===== src/rtl/data_mem_arbiter.sv =====
`timescale 1ns/1ps
// -----------------------------------------------------------------------------
// data_mem_arbiter
//
// Round-robin arbiter and access sequencer between two load/store requesters
// (CPU and DMA/debug) and the single data_mem port. The winner's address,
// write data and mask are latched onto the memory port at the grant edge. The
// block then issues a one-cycle read/write strobe and follows data_mem's
// clk_stall high/low handshake. It returns read data, or a timeout error when
// the stall never rises, with a one-cycle acknowledge. All outputs are
// registered.
//
// Ports
//   clk, rst_n                 clock, asynchronous active-low reset
//   cpu_req/we/addr/wdata/mask CPU request (held until cpu_ack)
//   cpu_ack/err/rdata          CPU completion pulse, timeout flag, read data
//   dma_*                      same set for the DMA requester
//   mem_addr/write_data/
//   sign_mask                  latched access fields to data_mem
//   mem_memread/memwrite       one-cycle strobes to data_mem
//   mem_read_data, 
//   mem_clk_stall              responses from data_mem
//   busy                       high whenever the sequencer is not idle
//   grant_id                   owner of the current/last grant (0 CPU, 1 DMA)
// -----------------------------------------------------------------------------
module data_mem_arbiter #(
    parameter int unsigned TIMEOUT = 15
) (
    input  logic        clk,
    input  logic        rst_n,

    input  logic        cpu_req,
    input  logic        cpu_we,
    input  logic [31:0] cpu_addr,
    input  logic [31:0] cpu_wdata,
    input  logic [3:0]  cpu_mask,
    output logic        cpu_ack,
    output logic        cpu_err,
    output logic [31:0] cpu_rdata,

    input  logic        dma_req,
    input  logic        dma_we,
    input  logic [31:0] dma_addr,
    input  logic [31:0] dma_wdata,
    input  logic [3:0]  dma_mask,
    output logic        dma_ack,
    output logic        dma_err,
    output logic [31:0] dma_rdata,

    output logic [31:0] mem_addr,
    output logic [31:0] mem_write_data,
    output logic [3:0]  mem_sign_mask,
    output logic        mem_memread,
    output logic        mem_memwrite,
    input  logic [31:0] mem_read_data,
    input  logic        mem_clk_stall,

    output logic        busy,
    output logic        grant_id
);

    typedef enum logic [2:0] {
        S_IDLE,
        S_ISSUE,
        S_WAIT_HI,
        S_WAIT_LO,
        S_DONE
    } state_e;

    localparam logic [7:0] TIMEOUT_CNT = 8'(TIMEOUT);

    state_e      state_q, state_d;
    logic        last_q, last_d;
    logic [7:0]  cnt_q, cnt_d;
    logic        we_q, we_d;
    logic        grant_q, grant_d;
    logic [31:0] addr_q, addr_d;
    logic [31:0] wdata_q, wdata_d;
    logic [3:0]  mask_q, mask_d;
    logic        rd_q, rd_d;
    logic        wr_q, wr_d;
    logic        cpu_ack_q, cpu_ack_d;
    logic        cpu_err_q, cpu_err_d;
    logic [31:0] cpu_rdata_q, cpu_rdata_d;
    logic        dma_ack_q, dma_ack_d;
    logic        dma_err_q, dma_err_d;
    logic [31:0] dma_rdata_q, dma_rdata_d;
    logic        busy_q, busy_d;

    logic        win_dma;
    logic [7:0]  cnt_inc;

    // Under contention the requester that did not win last time goes next.
    assign win_dma = (cpu_req && dma_req) ? ~last_q : dma_req;
    assign cnt_inc = cnt_q + 8'd1;

    always_comb begin
        // NOTE: every next-state signal is given a default before the case so
        // no path leaves it unassigned, which would otherwise infer a latch.
        state_d     = state_q;
        last_d      = last_q;
        cnt_d       = cnt_q;
        we_d        = we_q;
        grant_d     = grant_q;
        addr_d      = addr_q;
        wdata_d     = wdata_q;
        mask_d      = mask_q;
        rd_d        = 1'b0;
        wr_d        = 1'b0;
        cpu_ack_d   = 1'b0;
        cpu_err_d   = 1'b0;
        cpu_rdata_d = cpu_rdata_q;
        dma_ack_d   = 1'b0;
        dma_err_d   = 1'b0;
        dma_rdata_d = dma_rdata_q;

        case (state_q)
            S_IDLE: begin
                // The stall guard keeps us from starting while an access that
                // was cut short by reset is still running inside data_mem.
                if ((cpu_req || dma_req) && !mem_clk_stall) begin
                    grant_d = win_dma;
                    last_d  = win_dma;
                    cnt_d   = '0;
                    state_d = S_ISSUE;
                    if (win_dma) begin
                        we_d    = dma_we;
                        addr_d  = dma_addr;
                        wdata_d = dma_wdata;
                        mask_d  = dma_mask;
                    end else begin
                        we_d    = cpu_we;
                        addr_d  = cpu_addr;
                        wdata_d = cpu_wdata;
                        mask_d  = cpu_mask;
                    end
                    rd_d = ~we_d;
                    wr_d = we_d;
                end
            end

            // Strobes fall back to 0 by default: one-cycle pulse.
            S_ISSUE: state_d = S_WAIT_HI;

            S_WAIT_HI: begin
                if (mem_clk_stall) begin
                    state_d = S_WAIT_LO;
                end else begin
                    cnt_d = cnt_inc;
                    if (cnt_inc == TIMEOUT_CNT) begin
                        state_d = S_DONE;
                    end
                end
            end

            S_WAIT_LO: begin
                if (!mem_clk_stall) begin
                    state_d = S_IDLE;
                    if (grant_q) begin
                        dma_ack_d = 1'b1;
                        if (!we_q) dma_rdata_d = mem_read_data;
                    end else begin
                        cpu_ack_d = 1'b1;
                        if (!we_q) cpu_rdata_d = mem_read_data;
                    end
                end
            end

            S_DONE: begin
                state_d = S_IDLE;
                if (grant_q) begin
                    dma_ack_d = 1'b1;
                    dma_err_d = 1'b1;
                end else begin
                    cpu_ack_d = 1'b1;
                    cpu_err_d = 1'b1;
                end
            end

            default: state_d = S_IDLE;
        endcase

        busy_d = (state_d != S_IDLE);
    end

    // NOTE: sequential state uses non-blocking assignments so every register
    // samples the pre-edge values, independent of statement order.
    always_ff @(posedge clk or negedge rst_n) begin
        if (!rst_n) begin
            state_q     <= S_IDLE;
            last_q      <= 1'b1;
            cnt_q       <= '0;
            we_q        <= 1'b0;
            grant_q     <= 1'b1;
            addr_q      <= '0;
            wdata_q     <= '0;
            mask_q      <= '0;
            rd_q        <= 1'b0;
            wr_q        <= 1'b0;
            cpu_ack_q   <= 1'b0;
            cpu_err_q   <= 1'b0;
            cpu_rdata_q <= '0;
            dma_ack_q   <= 1'b0;
            dma_err_q   <= 1'b0;
            dma_rdata_q <= '0;
            busy_q      <= 1'b0;
        end else begin
            state_q     <= state_d;
            last_q      <= last_d;
            cnt_q       <= cnt_d;
            we_q        <= we_d;
            grant_q     <= grant_d;
            addr_q      <= addr_d;
            wdata_q     <= wdata_d;
            mask_q      <= mask_d;
            rd_q        <= rd_d;
            wr_q        <= wr_d;
            cpu_ack_q   <= cpu_ack_d;
            cpu_err_q   <= cpu_err_d;
            cpu_rdata_q <= cpu_rdata_d;
            dma_ack_q   <= dma_ack_d;
            dma_err_q   <= dma_err_d;
            dma_rdata_q <= dma_rdata_d;
            busy_q      <= busy_d;
        end
    end

    assign cpu_ack        = cpu_ack_q;
    assign cpu_err        = cpu_err_q;
    assign cpu_rdata      = cpu_rdata_q;
    assign dma_ack        = dma_ack_q;
    assign dma_err        = dma_err_q;
    assign dma_rdata      = dma_rdata_q;
    assign mem_addr       = addr_q;
    assign mem_write_data = wdata_q;
    assign mem_sign_mask  = mask_q;
    assign mem_memread    = rd_q;
    assign mem_memwrite   = wr_q;
    assign busy           = busy_q;
    assign grant_id       = grant_q;

endmodule


===== config.mk =====
export PLATFORM = sky130hd
export DESIGN_NAME = data_mem_arbiter
export DESIGN_NICKNAME = d
export VERILOG_FILES = /design/src/rtl/data_mem_arbiter.sv
export SDC_FILE = /design/constraint.sdc
export NUM_CORES = 1
export LEC_CHECK = 0
export ABC_AREA = 1
export BUFFER_PORTS_ARGS = -buffer_cell sky130_fd_sc_hd__buf_2
export CAP_MARGIN = 10
export CORE_AREA = 2 2 122 124
export CTS_CLUSTER_SIZE = 12
export DETAILED_ROUTE_END_ITERATION = 7
export DIE_AREA = 0 0 124 126
export PLACE_DENSITY_LB_ADDON = 0.05
export SLEW_MARGIN = 20
export SYNTH_ARGS = -nofsm -noshare
export SYNTH_HDL_FRONTEND = slang
export SYNTH_SLANG_ARGS = --single-unit
export TNS_END_PERCENT = 1

===== constraint.sdc =====
create_clock -name clk -period 2.4 [get_ports clk]
set_input_delay 0.48 -clock clk [delete_from_list [all_inputs] [get_ports clk]]
set_output_delay 0.48 -clock clk [all_outputs]
set_load 0.005 [all_outputs]

==> impl_metrics.tcl, run 1 <==
set metrics [dict create \
    cp-start-kind "flop" \
    grt_pass1_wl_um 29300 \
    cts-buffers-inserted 17 \
    p_leak_nw 4.79 \
    nNetsFinal 1230 \
    die_h_um 126 \
    dr.first_iter.drc_count 282 \
    cts_hold_buf 1 \
    syn_area_per_cell_um2 8.81 \
    insertion_delay_ps 430 \
    fin_crit_sh_pct 76.6 \
    rsz0062_at_grt "no" \
    syn2layout_area_growth_pct 34.0 \
    crit_arrival_ps 2180 \
    required_ps 2750 \
    syn_nets 928 \
    fmax_mhz 544 \
    dpl.hpwl_um 13500 \
    critPathSlowestCell "buf_4" \
    vias_per_cell 4.92 \
    maxSlewViolCount 0 \
    end_kind "flop" \
    min_path_type "primary input to flop" \
    worstMarginPinSlew_ps 770 \
    layout_commonest_cell "buf_2" \
    std_cell_rows 44 \
    drc 0 \
    placed_cells 1217 \
    max-slew-margin-rel_pct 48.7 \
    first_global_vias 5828 \
    vias 6151 \
    crit_family "buffers and inverters" \
    min_period_ps 1840 \
    initial_core_util_pct 46.2 \
    yosysUniqueCellTypes 25 \
    grt.busiest_layer "met2" \
    setup_tns_ps 0 \
    grt_max_degree 71 \
    syn_inst 751 \
    cpPeakStageDelay_ps 510 \
    postCtsSetupBuffers 0 \
    grt_use_total_pct 24.5 \
    cts_max_level 4 \
    dr.pass1.iters 4 \
    clk_pin_slew_ps 60 \
    drive_gt1_share_pct 35.3 \
    clock-skew-final_ps 15.7 \
    core_mm2 0.0143 \
    ys_seq_elements 152 \
    drt_wl_total_um 18900 \
    grt_util_met2_pct 41.0 \
    setup_viol 0 \
    post_drt_wl_per_cell_um 15.1 \
    cts_sinks 152 \
    antenna_found_initial 3 \
    place_congestion 0.809 \
    cp_cell_sequence "nor2_1 -> nand2_1 -> nor2_4 -> buf_4 -> o21ai_0 -> o21ai_1" \
    ant_nets 0 \
    die_area_mm2 0.0156 \
    overflow 0 \
    stdcell_count 1251 \
    ir_drop_v 0.000483 \
    maxCapViolCount 0 \
    status "complete, no violations" \
    crit_buf_inv 1 \
    cts.repair.resized 0 \
    clockRootBuffer "clkbuf_16" \
    path_max_fanout 70 \
    use_met3_pct 7.93 \
    io_buffers 314 \
    use_met1_pct 29.0 \
    die_w_um 124 \
    cts_buffer_depth 2 \
    cts_tree "done" \
    synth_area_mm2 0.00662 \
    path_class "flop to flop" \
    pwr_density_cell_mw_per_mm2 1180 \
    yosys_warnings 0 \
    layout_common_cells "313 x buf_2, 169 x nand2_1, 151 x dfrtp_1" \
    seq_area_frac_synth_pct 57.5 \
    hold_violations 0 \
    ios 315 \
]
[flip-flops by register name (all words and copies together) (netlist names)]
name,count
cnt_q,8
state_q,3
mem_memread,1
grant_id,1
cpu_err,1
cpu_rdata,32
mem_write_data,32
mem_addr,32
busy,1
dma_rdata,32
mem_memwrite,1
dma_err,1
mem_sign_mask,4
we_q,1
cpu_ack,1
dma_ack,1
[where the power goes]
group	switching (W)	internal [W]
registers	0.000620	0.00368
clock network	0.00101	0.00171
logic	0.00187	0.00153
[metal layers]
metal / wire length (um) / part of all wire [%]
met1: 7650 / 41
met2: 9320 / 49
met3: 1400 / 7.4
met4: 491 / 2.6
met5: 16 / 0.085
[stage by stage]
step | hold slack [ps] | util (%) | power [W] | setup slack (ps) | area [um2]
floorplan | 184 | - | 0.00607 | 897 | 6620
finish | 305 | 61.9 | 0.0104 | 561 | 8870
global placement | 441 | 57.7 | 0.00772 | 481 | 8250
detailed placement | 440 | 57.7 | 0.00779 | 422 | 8250
CTS | 296 | 61.9 | 0.0105 | 562 | 8860
global route | 301 | 61.9 | 0.0112 | 345 | 8870
[path summary, 6_finish.rpt]
check	startpoint	end	slack (ps)	cells after the start
max in group asynchronous	rst_n	grant_id	1140	3
min in group asynchronous	rst_n	cpu_rdata[8]	560	2
hold / removal	dma_addr[30]	mem_addr[30]	310	3
hold reg to reg	mem_addr[23]	mem_addr[23]	480	2
setup / recovery	state_q[1]	mem_addr[4]	560	6
setup reg to reg	state_q[1]	mem_addr[4]	560	6
[synthesized netlist by cell type]
| cell type | n | area share, % |
|---|---|---|
| a31o_2 | 2 | 0.26 |
| inv_2 | 5 | 0.28 |
| buf_2 | 13 | 0.98 |
| o21ai_2 | 3 | 0.40 |
| nor2_8 | 1 | 0.30 |
| o22ai_1 | 3 | 0.28 |
| nor2_4 | 3 | 0.51 |
| buf_6 | 9 | 1.5 |
| buf_4 | 12 | 1.4 |
| nor2_2 | 2 | 0.19 |
| or2_1 | 1 | 0.095 |
| dfstp_2 | 1 | 0.40 |
| o21ai_1 | 143 | 11 |
| nor2_1 | 83 | 4.7 |
| nand4_1 | 4 | 0.38 |
| clkbuf_1 | 9 | 0.51 |
| ha_1 | 2 | 0.38 |
| o21bai_1 | 1 | 0.11 |
| dfrtp_1 | 151 | 57 |
| nand2_1 | 169 | 9.6 |
| inv_1 | 52 | 3.0 |
| nand3_1 | 11 | 0.83 |
| o21ai_0 | 65 | 4.9 |
| nand3_4 | 3 | 0.79 |
| nand2_2 | 3 | 0.28 |
[worst reg2reg max path, cell delays in order (launching register included)]
cell	delay [ps]
dfrtp_1	410
nor2_1	170
nand2_1	130
nor2_4	130
buf_4	510
o21ai_0	260
o21ai_1	170
[cells by family after synthesis]
group / synth area share [%]
flops: 57.5
fa+ha+maj: 0.378
simple gates: 17.7
buf+inv: 7.62
compound gates: 16.8
[layout make-up]
cell class                 instances  area [um2]
antenna                            2        5.00
clock buffer                      23         478
clock inverter                     8         120
fill                            1343        5450
inverter                          57         214
multi-input combinational        499        2310
sequential                       152        3800
tap                              184         230
timing repair buffer             326        1710
(Power assumes the default switching activity.)
==> run 2: changes to the inputs <==
- ABC_AREA: 1 -> 0
- CORE_AREA: 2 2 122 124 -> default
- CORE_UTILIZATION: default -> 42
- DIE_AREA: 0 0 124 126 -> default
- clock period: 2.4 -> 1.54 ns (I/O delays scaled with it)
==> run 2 against run 1 <==
The flow now finishes with violations (negative setup slack). Power rose by 53%. Largest cell class unchanged. Critical endpoint is now cpu_rdata[27]. Sequential power increased by 53%. Largest power group unchanged. Combinational power increased by 53%. Routed wire length decreased by 11%. Design area increased by 4.5%. Highest routed layer is now met4. Hold slack got worse by 190 ps. Die area increased by 2.4%. Final cell count shrank 14%.
==> impl_metrics.tcl, run 2 <==
set metrics [dict create \
    drt_wl_total_um 16900 \
    min_to "dma_rdata[15]" \
    cts_tree "done" \
    drc 0 \
    synth_area_leaders "dfrtp_1 58%, mux2_1 11%, mux2i_1 11%" \
    nNetsFinal 1052 \
    cp-start-kind "flop" \
    postCtsSetupBuffers 0 \
    min_period_ps 1620 \
    initial_core_util_pct 43.0 \
    status "complete, but fails checks" \
    std_cell_rows 45 \
    syn_area_per_cell_um2 12.1 \
    layout_common_cells "313 x buf_2, 150 x dfrtp_1, 79 x nand2_1" \
    layout_commonest_cell "buf_2" \
    synth_top_area_share_pct 58.1 \
    grt_pass1_wl_um 26800 \
    synth_common_cells "151 x dfrtp_1, 80 x nand2_1, 78 x o21ai_1" \
    timing.hold.ws_ps 112 \
    fmax_mhz 616 \
    setup_viol 37 \
    rr_startpoint "state_q[2]" \
    power_w 0.0160 \
    maxCapViolCount 0 \
    path_class "flop to flop" \
    dr.pass1.iters 6 \
    rsz0062_at_grt "yes" \
    ant_nets 0 \
    antenna_found_initial 1 \
    synth_async_sr_flop_share_pct 100 \
    synth.most_common_cell "dfrtp_1" \
    cts_max_level 4 \
    r2r_end "cpu_rdata[27]" \
    vias 5257 \
    r2r_slack_ps -80 \
    dr_wl_met3_um 1130 \
    dpl.hpwl_um 13000 \
    yosys_warnings 0 \
    path_max_fanout 32 \
    dr.max_layer_used "met4" \
    syn_nets 714 \
    worstMarginPinSlew_ps 637 \
    cts-buffers-inserted 17 \
    synth_area_mm2 0.00651 \
    syn_inst 537 \
    cts_sinks 152 \
    final_util_pct 61.2 \
    core_mm2 0.0151 \
    die_area_mm2 0.0160 \
    required_ps 1840 \
    maxSlewViolCount 0 \
    clockRootBuffer "clkbuf_16" \
    fin_ws_ps -83.7 \
    p_leak_nw 4.97 \
    met1Wirelength_um 6890 \
    end_kind "flop" \
    clock-skew-final_ps 11.8 \
    ir_drop_v 0.000747 \
    ys_seq_elements 152 \
    max-slew-margin-rel_pct 57.5 \
    crit_arrival_ps 1920 \
    grt_use_total_pct 21.8 \
    wl_met2_um 8340 \
    syn2layout_area_growth_pct 42.3 \
    synth_flop_cell "dfrtp_1" \
    first_global_vias 5349 \
    grt_max_degree 84 \
    hold_start "mem_read_data[15]" \
    ios 315 \
    fin_crit_sh_pct 105 \
    seq_area_frac_synth_pct 58.5 \
    setup_tns_ps -2370 \
    synth_top_area_cell "dfrtp_1" \
    io_buffers 314 \
    drive_gt1_share_pct 45.9 \
    hold_depth 2 \
    insertion_delay_ps 420 \
    failed_checks "negative setup slack" \
    die_w_um 126 \
    post_drt_wl_per_cell_um 15.6 \
    clk_pin_slew_ps 60 \
    dr.first_iter.drc_count 186 \
    cts_buffer_depth 2 \
    place_congestion 0.830 \
    min_path_type "primary input to flop" \
    yosysUniqueCellTypes 40 \
    hold_violations 0 \
    synth_edf_count 0 \
    die_h_um 126 \
    overflow 0 \
    pwr_density_cell_mw_per_mm2 1730 \
    rr_worst_depth 4 \
    vias_per_cell 4.88 \
]
[run 2: worst max-delay path by stage]
| stage | endpoint | slack, ps | start | cells after the start |
|---|---|---|---|---|
| 2_1_floorplan | cpu_rdata[10] | -10 | state_q[2] | 5 |
| 3_3_place_gp | cpu_rdata[13] | -120 | mem_clk_stall | 5 |
| 3_5_place_dp | cnt_q[5] | -160 | state_q[1] | 3 |
| 4_1_cts | cpu_rdata[20] | -100 | state_q[2] | 4 |
| 5_1_grt | cpu_rdata[27] | -180 | state_q[2] | 4 |
| 6_report | cpu_rdata[27] | -80 | state_q[2] | 4 |
[run 2: worst max-delay path: stages (launching register included)]
cell and delay (ps):
dfrtp_1 430, nor4_4 290, nor2b_4 210, buf_12 210, mux2_1 350
[run 2: what timing repair did]
action / in CTS / in global routing
endpoints found under the setup margin: 40 / 113
hold buffers: 1 / 0
endpoints found under the hold margin: 38 / 0
pin swaps: 0 / 2
resized for setup: 3 / 12
gates cloned: 0 / 0
[run 2: stage by stage]
stage | instances | cell area (um2) | worst slack (ps)
after global routing | 1076 | 9260 | -181
after detailed placement | 1043 | 8580 | -164
final | 1077 | 9260 | -83.7
after CTS | 1076 | 9210 | -102
after global placement | 1043 | 8580 | -117
after floorplan | 537 | 6520 | -9.61
[run 2: area by class of cell]
class,count,area [um2]
clock buffers,20,467
diodes,1,2.50
well taps,188,235
multi-input cells,348,2590
fillers,1292,5880
flip-flops and latches,152,3810
inverters,3,11.3
clock inverters,12,140
repair buffers,353,2010
[run 2: kinds of logic after synthesis]
group	Yosys count	share of synthesized area (%)
and+or+nand+nor	110	7.33
adders and majority gates	2	0.384
AOI/OAI and AO/OA	101	8.94
DFF	152	58.5
xor gates and xnor gates	2	0.269
muxes	133	21.7
buffers and inverters	37	2.92
[run 2: metal layers]
layer / track usage, % / vias to the layer above
met3: 5.40 / 33
met5: 0 / -
met2: 38.2 / 212
met1: 25.2 / 2450
li1: - / 2562
met4: 10.1 / 0
[run 2: power by group]
part | internal [W] | total [W] | leakage, nW | switching (W)
clock | 0.00254 | 0.00421 | 0.295 | 0.00167
combinational | 0.00271 | 0.00521 | 2.76 | 0.00250
sequential | 0.00569 | 0.00657 | 1.91 | 0.000886
==> run 3: changes to the inputs <==
- TNS_END_PERCENT: 1 -> default
==> run 3 against run 2 <==
The flow still finishes with violations (negative setup slack). First-iteration DRC count decreased by 2.2%. Non-clock buffer count up 8. Design area grew 2.3%. Sequential power is essentially flat. Critical endpoint is now cpu_rdata[0].
==> impl_metrics.tcl, run 3 (synthesized netlist as in run 2, its figures left out) <==
set metrics [dict create \
    status "complete, but fails checks" \
    failed_checks "negative setup slack" \
    clockRootBuffer "clkbuf_16" \
    setup_viol 69 \
    insertion_delay_ps 420 \
    ir_drop_v 0.000750 \
    crit_arrival_ps 1950 \
    syn2layout_area_growth_pct 45.7 \
    end_kind "flop" \
    grt_pass1_wl_um 26800 \
    nNetsFinal 1060 \
    timing.hold.ws_ps 117 \
    drt_wl_total_um 17600 \
    drive_gt1_share_pct 49.2 \
    final_util_pct 62.6 \
    dpl.hpwl_um 13000 \
    max-slew-margin-rel_pct 57.4 \
    vias_per_cell 4.90 \
    dr.first_iter.drc_count 182 \
    initial_core_util_pct 43.0 \
    io_buffers 314 \
    die_w_um 126 \
    drc 0 \
    cts_buffer_depth 2 \
    ios 315 \
    cts_sinks 152 \
    min_path_type "primary input to flop" \
    worstMarginPinSlew_ps 638 \
    min_period_ps 1660 \
    fmax_mhz 603 \
    layout_commonest_cell "buf_2" \
    clock-skew-final_ps 11.9 \
    path_class "flop to flop" \
    p_leak_nw 5.14 \
    dr.pass1.iters 6 \
    cts_max_level 4 \
    ant_nets 0 \
    vias 5319 \
    die_h_um 126 \
    cp-start-kind "flop" \
    layout_common_cells "313 x buf_2, 151 x dfrtp_1, 79 x nand2_1" \
    die_area_mm2 0.0160 \
    place_area_mm2 0.00858 \
    cts_tree "done" \
    cts-buffers-inserted 17 \
    maxCapViolCount 0 \
    core_mm2 0.0151 \
    hold_violations 0 \
    path_max_fanout 32 \
    pwr_density_cell_mw_per_mm2 1730 \
    overflow 0 \
    final_area_mm2 0.00948 \
    place_congestion 0.830 \
    clk_pin_slew_ps 60 \
    power_w 0.0164 \
    first_global_vias 5368 \
    grt_max_degree 84 \
    maxSlewViolCount 0 \
    fin_crit_sh_pct 108 \
    required_ps 1840 \
    fin_ws_ps -119 \
    post_drt_wl_per_cell_um 16.2 \
    std_cell_rows 45 \
    rsz0062_at_grt "yes" \
    grt_use_total_pct 21.8 \
    antenna_found_initial 1 \
]
[run 3: cell type report]
cell class | count | area [um2]
fill | 1267 | 5670
sequential | 152 | 3800
multi-input combinational | 348 | 2700
timing repair buffer | 361 | 2120
clock buffer | 20 | 467
tap | 188 | 235
clock inverter | 12 | 140
inverter | 3 | 11.3
antenna | 1 | 2.50
[run 3: through the flow]
step	setup TNS, ps	instances	worst slack, ps
2_1_floorplan	-288	537	-9.61
3_3_place_gp	-4780	1043	-117
3_5_place_dp	-6650	1043	-164
4_1_cts	-2880	1078	-102
5_1_grt	-10870	1084	-198
6_report	-4220	1085	-119
[run 3: what timing repair did]
action,CTS,global route
pin swaps,0,3
cloned,0,3
buffers inserted,2,3
endpoints found under the hold margin,38,0
hold buffers,1,0
gates resized for setup,1,43
setup endpoints to repair,40,116
[run 3: routing by layer]
metal	track usage, %	vias to the layer above	wire length [um]
li1	-	2577	-
met1	25.1	2493	7140
met2	38.2	215	8830
met3	5.48	34	1140
met4	10.3	0	491
met5	0	-	0
[run 3: report_power, final]
group / internal [W] / switching (W) / total [W]
Combinational: 0.00302 / 0.00259 / 0.00561
Sequential: 0.00569 / 0.000897 / 0.00659
Clock: 0.00254 / 0.00168 / 0.00421
Total: 0.0112 / 0.00517 / 0.0164
[run 3: final timing paths]
| path | slack [ps] | start | cells after the start | end |
|---|---|---|---|---|
| max reg2reg | -120 | state_q[2] | 4 | cpu_rdata[0] |
| min in group asynchronous | 390 | rst_n | 2 | cpu_rdata[7] |
| max | -120 | state_q[2] | 4 | cpu_rdata[0] |
| min reg2reg | 480 | mem_addr[31] | 2 | mem_addr[31] |
| max in group asynchronous | 610 | rst_n | 3 | mem_addr[31] |
| min | 120 | mem_read_data[26] | 2 | cpu_rdata[26] |
[run 3: critical path: stages (launching register included)]
cell	delay, ps
dfrtp_1	430
nor4_4	300
nor2b_4	210
buf_12	220
mux2_1	360
